File: config.mk
export PLATFORM = sky130hd
export DESIGN_NAME = dmem_rmw_ctrl
export DESIGN_NICKNAME = d
export VERILOG_FILES = /design/src/rtl/dlx_mem_pkg.sv /design/src/rtl/dmem_lane_align.sv /design/src/rtl/dmem_rmw_ctrl.sv
export SDC_FILE = /design/constraint.sdc
export NUM_CORES = 1
export LEC_CHECK = 0
export CORE_ASPECT_RATIO = 1.4
export CORE_UTILIZATION = 46
export CTS_CLUSTER_DIAMETER = 60
export DETAILED_ROUTE_END_ITERATION = 8
export PLACE_DENSITY = 0.91
export SKIP_LAST_GASP = 1
export SLEW_MARGIN = 20
export SYNTH_ARGS = -nofsm -noshare
export SYNTH_HDL_FRONTEND = slang
export SYNTH_SLANG_ARGS = --single-unit
File: constraint.sdc
create_clock -name clk -period 3.2 [get_ports clk]
set_clock_uncertainty 0.15 [all_clocks]
set_input_delay 0.64 -clock clk [delete_from_list [all_inputs] [get_ports clk]]
set_output_delay 0.64 -clock clk [all_outputs]
set_load 0.01 [all_outputs]
File: src/rtl/dlx_mem_pkg.sv
// rtl/dlx_mem_pkg.sv - access-size encoding, controller states and lane-select helpers for the data-memory path
package dlx_mem_pkg;

  localparam logic [0:1] SIZE_BYTE = 2'b00;
  localparam logic [0:1] SIZE_HALF = 2'b01;
  localparam logic [0:1] SIZE_WORD = 2'b10;

  typedef enum logic [1:0] {
    ST_IDLE      = 2'b00,
    ST_LD_WAIT   = 2'b01,
    ST_RMW_MERGE = 2'b10
  } dmem_state_t;

  // Byte offset of the selected lane; low bits a size cannot address are forced to 0.
  function automatic logic [0:1] lane_offset(input logic [0:1] size, input logic [0:1] off);
    case (size)
      SIZE_BYTE: return off;
      SIZE_HALF: return {off[0], 1'b0};
      default:   return 2'b00;
    endcase
  endfunction

  function automatic logic misaligned(input logic [0:1] size, input logic [0:1] off);
    case (size)
      SIZE_BYTE: return 1'b0;
      SIZE_HALF: return off[1];
      default:   return off != 2'b00;
    endcase
  endfunction

endpackage

File: src/rtl/dmem_lane_align.sv
// rtl/dmem_lane_align.sv - big-endian load lane extract with sign/zero extend, and store lane merge
module dmem_lane_align
  import dlx_mem_pkg::*;
(
  input  logic [0:1]  size,
  input  logic [0:1]  off,
  input  logic        ext,
  input  logic [0:31] rd_word,
  input  logic [0:31] wdata,
  output logic [0:31] ld_data,
  output logic [0:31] st_word
);

  logic [0:7]  byte_sel;
  logic [0:15] half_sel;

  always_comb begin
    case (off)
      2'd0:    byte_sel = rd_word[0:7];
      2'd1:    byte_sel = rd_word[8:15];
      2'd2:    byte_sel = rd_word[16:23];
      default: byte_sel = rd_word[24:31];
    endcase
    half_sel = off[0] ? rd_word[16:31] : rd_word[0:15];

    case (size)
      SIZE_BYTE: ld_data = {{24{ext & byte_sel[0]}}, byte_sel};
      SIZE_HALF: ld_data = {{16{ext & half_sel[0]}}, half_sel};
      default:   ld_data = rd_word;
    endcase

    // Store data arrives right-justified; only the addressed lane is replaced.
    st_word = rd_word;
    case (size)
      SIZE_BYTE: begin
        case (off)
          2'd0:    st_word[0:7]   = wdata[24:31];
          2'd1:    st_word[8:15]  = wdata[24:31];
          2'd2:    st_word[16:23] = wdata[24:31];
          default: st_word[24:31] = wdata[24:31];
        endcase
      end
      SIZE_HALF: begin
        if (off[0]) st_word[16:31] = wdata[16:31];
        else        st_word[0:15]  = wdata[16:31];
      end
      default: st_word = wdata;
    endcase
  end

endmodule

File: src/rtl/dmem_rmw_ctrl.sv
// rtl/dmem_rmw_ctrl.sv - DLX data-memory controller: sub-word loads, read-modify-write stores, pipeline stall
// Optional misaligned-access rejection: define DMEM_ALIGN_CHECK_EN.
module dmem_rmw_ctrl
  import dlx_mem_pkg::*;
#(
  parameter int WORD_ADDR_W = 13,
  parameter int CNT_W       = 32
) (
  input  logic                   clk,
  input  logic                   reset,
  input  logic                   mem_req,
  input  logic [0:31]            mem_addr,
  input  logic [0:31]            mem_wdata,
  input  logic                   mem_we,
  input  logic [0:1]             mem_size,
  input  logic                   mem_ext,
  output logic                   stall,
  output logic [0:31]            rdata,
  output logic                   rdata_valid,
  output logic                   align_err,
  output logic [0:WORD_ADDR_W-1] sram_addr,
  output logic                   sram_re,
  output logic                   sram_we,
  output logic [0:31]            sram_wdata,
  input  logic [0:31]            sram_rdata,
  output logic [0:CNT_W-1]       load_cnt,
  output logic [0:CNT_W-1]       store_cnt
);

  dmem_state_t            state;
  logic [0:WORD_ADDR_W-1] addr_q;
  logic [0:1]             off_q;
  logic [0:1]             size_q;
  logic                   ext_q;
  logic [0:31]            wdata_q;
  logic [0:31]            ld_data;
  logic [0:31]            st_word;
  logic                   mis;
  logic                   is_word;
  logic [0:WORD_ADDR_W-1] addr_in;
  logic [0:1]             off_in;
  logic                   unused_addr_hi;

  assign addr_in        = mem_addr[30-WORD_ADDR_W:29];
  assign unused_addr_hi = ^mem_addr[0:29-WORD_ADDR_W];
  assign off_in         = lane_offset(mem_size, mem_addr[30:31]);
  // Reserved size 2'b11 shares the word path.
  assign is_word        = mem_size[0];

`ifdef DMEM_ALIGN_CHECK_EN
  assign mis = misaligned(mem_size, mem_addr[30:31]);
`else
  assign mis = 1'b0;
`endif

  function automatic logic [0:CNT_W-1] sat_inc(input logic [0:CNT_W-1] cnt);
    return (&cnt) ? cnt : cnt + {{(CNT_W-1){1'b0}}, 1'b1};
  endfunction

  dmem_lane_align u_lane (
    .size    (size_q),
    .off     (off_q),
    .ext     (ext_q),
    .rd_word (sram_rdata),
    .wdata   (wdata_q),
    .ld_data (ld_data),
    .st_word (st_word)
  );

  always_ff @(posedge clk) begin
    if (reset) begin
      state     <= ST_IDLE;
      addr_q    <= '0;
      off_q     <= '0;
      size_q    <= SIZE_BYTE;
      ext_q     <= 1'b0;
      wdata_q   <= '0;
      load_cnt  <= '0;
      store_cnt <= '0;
    end else begin
      case (state)
        ST_IDLE: begin
          if (mem_req && !mis) begin
            addr_q  <= addr_in;
            off_q   <= off_in;
            size_q  <= mem_size;
            ext_q   <= mem_ext;
            wdata_q <= mem_wdata;
            if (mem_we && is_word) store_cnt <= sat_inc(store_cnt);
            else if (mem_we)       state     <= ST_RMW_MERGE;
            else                   state     <= ST_LD_WAIT;
          end
        end
        ST_LD_WAIT: begin
          load_cnt <= sat_inc(load_cnt);
          state    <= ST_IDLE;
        end
        ST_RMW_MERGE: begin
          store_cnt <= sat_inc(store_cnt);
          state     <= ST_IDLE;
        end
        default: state <= ST_IDLE;
      endcase
    end
  end

  // Strobes are gated by reset so an access in flight is dropped without a write.
  always_comb begin
    stall       = 1'b0;
    rdata       = '0;
    rdata_valid = 1'b0;
    align_err   = 1'b0;
    sram_re     = 1'b0;
    sram_we     = 1'b0;
    sram_wdata  = '0;
    sram_addr   = (state == ST_IDLE) ? addr_in : addr_q;
    if (!reset) begin
      case (state)
        ST_IDLE: begin
          if (mem_req) begin
            if (mis) begin
              align_err = 1'b1;
            end else if (mem_we && is_word) begin
              sram_we    = 1'b1;
              sram_wdata = mem_wdata;
            end else begin
              sram_re = 1'b1;
              stall   = 1'b1;
            end
          end
        end
        ST_LD_WAIT: begin
          rdata_valid = 1'b1;
          rdata       = ld_data;
        end
        ST_RMW_MERGE: begin
          sram_we    = 1'b1;
          sram_wdata = st_word;
        end
        default: ;
      endcase
    end
  end

endmodule

Word-level counts from Yosys, hierarchy flattened
Index checks and enable logic that the tools add are counted. W data, S select, Z words.

Add/sub/neg operators: 2. Equality and inequality tests: 8. Muxes and demuxes: 33. Bitwise logic cells: 5. Reduce and logical (&&, ||, !) cells: 14.

Operator list (count): $mux W32 (8); $pmux W32 S2 (4); $add A32 B1 Y32 const B (2); $reduce_and A32 Y1 (2); $mux W16 (3); $mux W8 (4); $pmux W8 S3 (1); $mux W13 (1); $mux W1 (9); $eq A2 B1 Y1 const B (4); $logic_not A2 Y1 (4); $reduce_and A2 Y1 (3); $eq A2 B2 Y1 const B (2); $pmux W2 S2 (1); $not A1 Y1 (3); $reduce_and A3 Y1 (1); $reduce_or A3 Y1 (1); $and A1 B1 Y1 (2); $mux W2 (1); $ne A2 B1 Y1 const B (1); $ne A2 B2 Y1 const B (1); $pmux W1 S2 (1); $reduce_bool A2 Y1 (1); $reduce_or A2 Y1 (1); $logic_and A1 B1 Y1 (1).

Register bits: 116. Input bits: 103. Output and inout port bits: 146. Logic and storage cells: 70.

Depth between registers and ports, before layout
Gate-level depths: netlist of run 1.

Depth after elaboration: 6. Mapped depth: 8. Mapped depth without buffers: 6.

Hierarchy
Synthesis of run 1 repeated with hierarchy kept, for this count alone.

Cells, all modules: 1005. Area, all modules: 7606.0 µm².

By module, submodules not included: dmem_rmw_ctrl (instances 1, cells an instance 763, area an instance 5884.4 µm², seq. area each 2322.2 µm²); dmem_lane_align (instances 1, cells an instance 242, area an instance 1721.7 µm², seq. area each 0.0 µm²).

Least setup slack after synthesis of run 1
OpenSTA, ideal clock, no wires.

Path kind: register to output. Start: reg off_q[1] in the netlist's numbering. End: out sram_wdata[24] in the netlist's numbering. Data arrival time: 2.157 ns. Required time: 2.410 ns. Path slack: 0.253 ns. Stages on the path, launching flop included: 9. Path through: dfxtp_1 -> clkbuf_1 -> or2_2 -> clkbuf_1 -> a21oi_1 -> clkbuf_1 -> mux2_2 -> a22oi_1 -> nor2_1.

Longest elaborated chain between the ends: 6. Elaborated cells between the ends (all ways): 8.

Ends and longest elaborated chain: start, declared (RTL line dmem_rmw_ctrl.sv:32) `logic [0:1] off_q;`; start signal, assigned (RTL line dmem_rmw_ctrl.sv:85) `off_q <= off_in;`; $eq A2 B1 Y1 (tied with other cells) (RTL line dmem_lane_align.sv:36) `case (off)`; $reduce_or A3 Y1 (no source line) *; $mux W8 * (RTL line dmem_lane_align.sv:36); $pmux W32 S2 * (RTL line dmem_lane_align.sv:34) `case (size)`; $pmux W32 S2 * (RTL line dmem_rmw_ctrl.sv:118) `case (state)`; $mux W32 * (RTL line dmem_rmw_ctrl.sv:117) `if (!reset) begin`; end, declared (RTL line dmem_rmw_ctrl.sv:24) `output logic [0:31] sram_wdata,`.

Every way passes the cells marked *; elsewhere a longest branch is shown, timed or not.

Worst setup path after layout of run 1
Start: reg size_q[1] in the netlist's numbering. End: out sram_wdata[29] in the netlist's numbering.

Longest elaborated chain between the ends: 4. Elaborated cells between the ends (all ways): 5.

Ends and longest elaborated chain: start, declared (RTL line dmem_rmw_ctrl.sv:33) `logic [0:1] size_q;`; start signal, assigned (RTL line dmem_rmw_ctrl.sv:86) `size_q <= mem_size;`; $eq A2 B1 Y1 / $logic_not A2 Y1 (equally long branches) (RTL line dmem_lane_align.sv:34); $pmux W32 S2 * (RTL line dmem_lane_align.sv:34); $pmux W32 S2 * (RTL line dmem_rmw_ctrl.sv:118); $mux W32 * (RTL line dmem_rmw_ctrl.sv:117).

Marks and branches as above.

==> results of run 1 <==
-- synth_stat cells (4+ instances only) --
library cell  number
o21bai_1           8
nor2b_1           10
nand2b_1          10
o31ai_1           17
o211a_1            6
nor3_1             9
a22oi_1           23
nor4_1             7
mux2i_1           10
o221ai_1           8
o22ai_1            8
dfxtp_1          116
o21ai_0           51
and3_1            10
a21oi_1          130
nand2_1          155
xnor2_1            9
nor2_1            69
a32o_1             8
xor2_1             4
inv_1             32
or4_1             17
or3_1             28
and2_1             4
mux2_2            28
nand4_1           20
nand3_1           23
and4_1             9
a221oi_1          17
clkbuf_1          65
-- layout make-up --
class,count,area (µm²)
clock buffers,20,447
fillers,1174,4440
repair buffers,312,2910
well taps,192,240
multi-input cells,732,4340
flip-flops and latches,116,2330
inverters,34,128
clock inverters,12,154
-- report_power, final --
part / leakage [nW] / internal (W) / switching, W / total, W
sequential: 0.945 / 0.00149 / 0.0000432 / 0.00153
clock: 0.287 / 0.00125 / 0.000707 / 0.00195
combinational: 2.93 / 0.000329 / 0.000351 / 0.000680
-- final timing paths --
path	endpoint	from	slack [ns]
worst max-delay path	sram_wdata[29]	size_q[1]$_SDFFE_PP0P_	0.03
worst min-delay path	addr_q[0]$_SDFFE_PP0P_	addr_q[0]$_SDFFE_PP0P_	0.30
worst max register to register	store_cnt[2]$_SDFFE_PP0P_	store_cnt[30]$_SDFFE_PP0P_	0.43
worst min register to register	addr_q[0]$_SDFFE_PP0P_	addr_q[0]$_SDFFE_PP0P_	0.30
-- cell families after synthesis --
logic type | after synthesis
AND/OR/NAND/NOR | 386
AO/OA/AOI/OAI | 291
flip-flops | 116
buffers and inverters | 108
multiplexers | 39
XOR/XNOR | 13
adder cells (fa/ha/maj) | 2
other | 1
-- routing by layer --
| metal | vias up | global-route usage (%) | share of wire, % |
|---|---|---|---|
| li1 | 3999 | - | - |
| met1 | 3966 | 32.3 | 35 |
| met2 | 438 | 61.0 | 53 |
| met3 | 89 | 6.79 | 7.3 |
| met4 | 0 | 20.6 | 5.6 |
| met5 | - | 0 | 0 |
-- flip-flops by register name (all words and copies together) (netlist names) --
signal     flops
addr_q        13
ext_q          1
load_cnt      32
off_q          2
size_q         2
state          2
store_cnt     32
wdata_q       32
-- worst max-delay path, stage by stage (launching register included) --
cell and delay, ns:
dfxtp_4 0.38, or2_2 0.34, a21oi_4 0.14, buf_6 0.13, buf_4 0.13, mux2_2 0.33, a22oi_1 0.15, nor2_1 0.06
dlygate4sd2_1 0.30
-- repair_timing --
| item | 4_1_cts | 5_1_grt |
|---|---|---|
| pin swaps | 3 | 5 |
| endpoints found under the setup margin | 65 | 36 |
| endpoints found under the hold margin | 0 | 0 |
| buffers inserted | 4 | 3 |
| gates resized for setup | 138 | 24 |
| hold buffers | 0 | 0 |
| gates cloned | 1 | 0 |
-- stage by stage --
stage / setup TNS, ns / power, W / hold WS, ns
3_5_place_dp: -7.00 / 0.00222 / 0.296
5_1_grt: -0.0796 / 0.00429 / 0.320
2_1_floorplan: 0 / 0.00186 / 0.281
3_3_place_gp: -6.01 / 0.00221 / 0.286
4_1_cts: -0.431 / 0.00417 / 0.306
6_report: 0 / 0.00416 / 0.304
==> reports/qor.yml, run 1 <==
synthMuxAreaShare_pct: 6.23
synthTopCellsByArea: "dfxtp_1 33%, a21oi_1 9.3%, nand2_1 8.3%"
synth_cells: 956
drv_slew: 0
placed_area_um2: 9910
synth_xor_area_share_pct: 1.62
core_um2: 15000
syn-cell-area_um2: 7030
synth_warnings: 0
clock_latency_ns: 0.41
post-place-ws_ns: -0.245
dp.cells: 1379
grt_usage_pct: 32.6
antenna_found_initial: 0
synthAdderAreaFrac_pct: 0.356
leakagePower_nw: 4.16
relSlewSlack_pct: 35.1
design_area_um2: 10500
grt_max_degree: 94
cts_num_sinks: 116
grt_pass1_vias: 8066
hp-class: "reg -> reg"
fp-row-count: 53
drc: 0
finalSetupViolCount: 0
fin_nets: 1318
period_share_pct: 99.2
synth_compound_area_share_pct: 25.6
path_clk_slew_ns: 0.06
gr-total-overflow: 0
synth_edf_count: 0
synth_flop_cell: "dfxtp_1"
wire_per_inst_um: 18.7
n_antenna_cell: 0
cp.arrival_ns: 2.38
htree_levels: 4
cp-start-kind: "flip-flop"
fin_util_pct: 70.4
vias: 8492
dp_hpwl_um: 19200
avgViaCountPerCell: 5.99
finalHoldViolCount: 0
port_buffers: 230
firstDrtPassIters: 5
hold_depth: 2
ys_ff_latch: 116
status: "complete, no violations"
die_width_um: 106
max_cap_violations: 0
pwr_density_cell_nw_per_um2: 395
place_congestion: 0.942
fin_crit_ns: 3.17
die_h_um: 148
reg2reg_depth: 7
area_growth_syn_to_layout_pct: 50.1
yosysTopAreaCell: "dfxtp_1"
antenna_left: 0
synth_seq_area_share_pct: 33.0
grt_pass1_wl_um: 40600
layout_common_cells: "160 x clkdlybuf4s50_1, 154 x nand2_1, 128 x a21oi_1"
cts_buffers: 17
critical_path_class: "reg -> out"
fin_ws_ns: 0.0269
layout_commonest_cell: "clkdlybuf4s50_1"
layout-drive-gt1-share_pct: 15.3
ios: 249
routed_wl_um: 26600
cp-end-kind: "output pin"
start_util_pct: 46.9
path_max_fanout: 10
syn_area_per_cell_um2: 7.35
die_area_um2: 15800
synthSimpleGateAreaFrac_pct: 27.0
fmax_mhz: 315
cts_tree: "built"
ir_drop_mv: 0.401
cts_root_buf: "clkbuf_16"
final-instance-count-excl-fill: 1418
synthDistinctLibCells: 59
rsz0062_at_grt: "true"
synthArstFlopShare_pct: 0
clock_path_buffers: 2
drt_iter0_markers: 517
netlist.area_leader.share_pct: 33.0
synth_top_family_by_area: "simple AND/OR/NAND/NOR gates"
worstMarginPinSlew_ns: 0.974
cp.required_ns: 2.41
syn-num-nets: 1061
(Power assumes the default switching activity.)
==> inputs of run 2 (changes only) <==
--- a/config.mk
+++ b/config.mk
@@ -9,6 +9,7 @@
 export CORE_UTILIZATION = 46
 export CTS_CLUSTER_DIAMETER = 60
 export DETAILED_ROUTE_END_ITERATION = 8
+export GPL_ROUTABILITY_DRIVEN = 1
 export PLACE_DENSITY = 0.91
 export SKIP_LAST_GASP = 1
 export SLEW_MARGIN = 20
==> results of run 2 <==
Same layout as run 1: the final DEF is identical, and so are final timing and power.
==> inputs of run 3 (changes only) <==
--- a/config.mk
+++ b/config.mk
@@ -6,6 +6,7 @@
 export NUM_CORES = 1
 export LEC_CHECK = 0
 export CORE_ASPECT_RATIO = 1.4
+export CORE_MARGIN = 2
 export CORE_UTILIZATION = 46
 export CTS_CLUSTER_DIAMETER = 60
 export DETAILED_ROUTE_END_ITERATION = 8
==> reports/qor.yml, run 3 (synthesis gave the netlist of run 1 again) <==
fmax_mhz: 320
max_cap_violations: 0
fin_util_pct: 70.2
cts_buffers: 17
routed_wl_um: 26000
worstReg2RegStart: "store_cnt[30]$_SDFFE_PP0P_"
top_regs: "load_cnt: 32 flops, store_cnt: 32 flops, wdata_q: 32 flops"
core_um2: 15000
path_clk_slew_ns: 0.05
cp-start-kind: "flip-flop"
drv_slew: 0
ios: 249
hold_depth: 2
whs_endpoint: "addr_q[2]$_SDFFE_PP0P_"
relSlewSlack_pct: 48.5
die_width_um: 108
clock_path_buffers: 2
firstDrtPassIters: 5
leakagePower_nw: 4.28
r2r_end: "store_cnt[30]$_SDFFE_PP0P_"
start_util_pct: 46.9
place_congestion: 0.957
p_total_w: 0.00413
finalHoldViolCount: 0
layout_common_cells: "159 x clkdlybuf4s50_1, 154 x nand2_1, 128 x a21oi_1"
dp_hpwl_um: 18900
grt_max_degree: 73
vias: 8418
drt_iter0_markers: 552
ir_drop_mv: 0.420
antenna_left: 0
area_growth_syn_to_layout_pct: 49.6
port_buffers: 230
worstMarginPinSlew_ns: 0.768
grt_pass1_wl_um: 39300
layout-drive-gt1-share_pct: 13.6
critical_path_class: "reg -> out"
rsz0062_at_grt: "true"
status: "complete, no violations"
cp-end-kind: "output pin"
pwr_density_cell_nw_per_um2: 392
antenna_found_initial: 0
die_area_um2: 16300
fin_nets: 1309
grt_pass1_vias: 7844
gr-total-overflow: 0
n_antenna_cell: 0
cts_num_sinks: 116
period_share_pct: 97.8
die_h_um: 150
cts_root_buf: "clkbuf_16"
r2r_setup_slack_ns: 0.47
hp-start: "addr_q[2]$_SDFFE_PP0P_"
cts_tree: "built"
fin_crit_ns: 3.13
wire_per_inst_um: 18.4
layout_commonest_cell: "clkdlybuf4s50_1"
reg2reg_depth: 7
cp.required_ns: 2.41
hp-class: "reg -> reg"
cp.arrival_ns: 2.34
clock_latency_ns: 0.41
drc: 0
fp-row-count: 53
htree_levels: 4
finalSetupViolCount: 0
grt_usage_pct: 30.5
avgViaCountPerCell: 5.97
path_max_fanout: 7
==> run 3: changes by cell type in the layout (fill, tap and decap cells not counted), sizes merged <==
cell           previous run  this run
clkinvlp                  3         2
dlygate4sd2              35        55
clkdlybuf4s50           160       159
dlymetal6s2s              7        12
bufinv                    3         2
clkinv                    6         8
bufbuf                    0         1
buf                      98        74
inv                      34        33
clkdlybuf4s15             9         0
==> run 3: final cells by class <==
cell class              count  area [µm²]
fillers                  1170        4470
multi-input cells         732        4360
repair buffers            303        2850
flip-flops and latches    116        2330
clock buffers              21         480
well taps                 192         240
inverters                  34         128
clock inverters            11         125
==> run 3: critical path, stage by stage, from the launching register on <==
cell and delay, ns:
dfxtp_1 0.37, or2_4 0.32, a21oi_4 0.20, buf_4 0.18
mux2_2 0.35, a22oi_1 0.18, nor2_1 0.05, dlygate4sd2_1 0.29
==> run 3: layer usage <==
| metal | up-vias | global-route usage, % | part of all wire [%] |
|---|---|---|---|
| met5 | - | 0 | 0 |
| li1 | 3960 | - | - |
| met3 | 79 | 7.49 | 7.6 |
| met4 | 0 | 17.8 | 5.3 |
| met1 | 3985 | 30.5 | 35 |
| met2 | 394 | 56.4 | 52 |
==> run 3: worst max path at each step <==
stage	startpoint	endpoint
global placement	sram_rdata[16]	rdata[18]
detailed placement	sram_rdata[16]	rdata[18]
global route	size_q[1]$_SDFFE_PP0P_	sram_wdata[27]
CTS	size_q[1]$_SDFFE_PP0P_	sram_wdata[9]
floorplan	off_q[1]$_SDFFE_PP0P_	sram_wdata[24]
finish	size_q[1]$_SDFFE_PP0P_	sram_wdata[28]
==> run 3: power by group <==
group          leakage [nW]  internal, W  switching (W)
logic                  3.04     0.000321       0.000347
registers             0.945      0.00149      0.0000418
clock network         0.295      0.00123       0.000697
==> run 3: per-stage QoR <==
| stage | setup WS [ns] | area [µm²] | TNS (ns) | cells | hold WS [ns] |
|---|---|---|---|---|---|
| 6_report | 0.0716 | 10500 | 0 | 1409 | 0.299 |
| 4_1_cts | -0.140 | 10500 | -0.257 | 1409 | 0.301 |
| 5_1_grt | -0.0193 | 10500 | -0.0300 | 1409 | 0.327 |
| 2_1_floorplan | 0.253 | 7030 | 0 | 956 | 0.281 |
| 3_3_place_gp | -0.307 | 9800 | -7.56 | 1370 | 0.286 |
| 3_5_place_dp | -0.403 | 9800 | -9.69 | 1370 | 0.294 |
==> run 3: timing repair <==
item,in CTS,in global routing
pin swaps,3,1
endpoints found under the setup margin,64,15
gates resized for setup,83,30
cloned,2,0
hold buffers,0,0
setup buffers,5,0
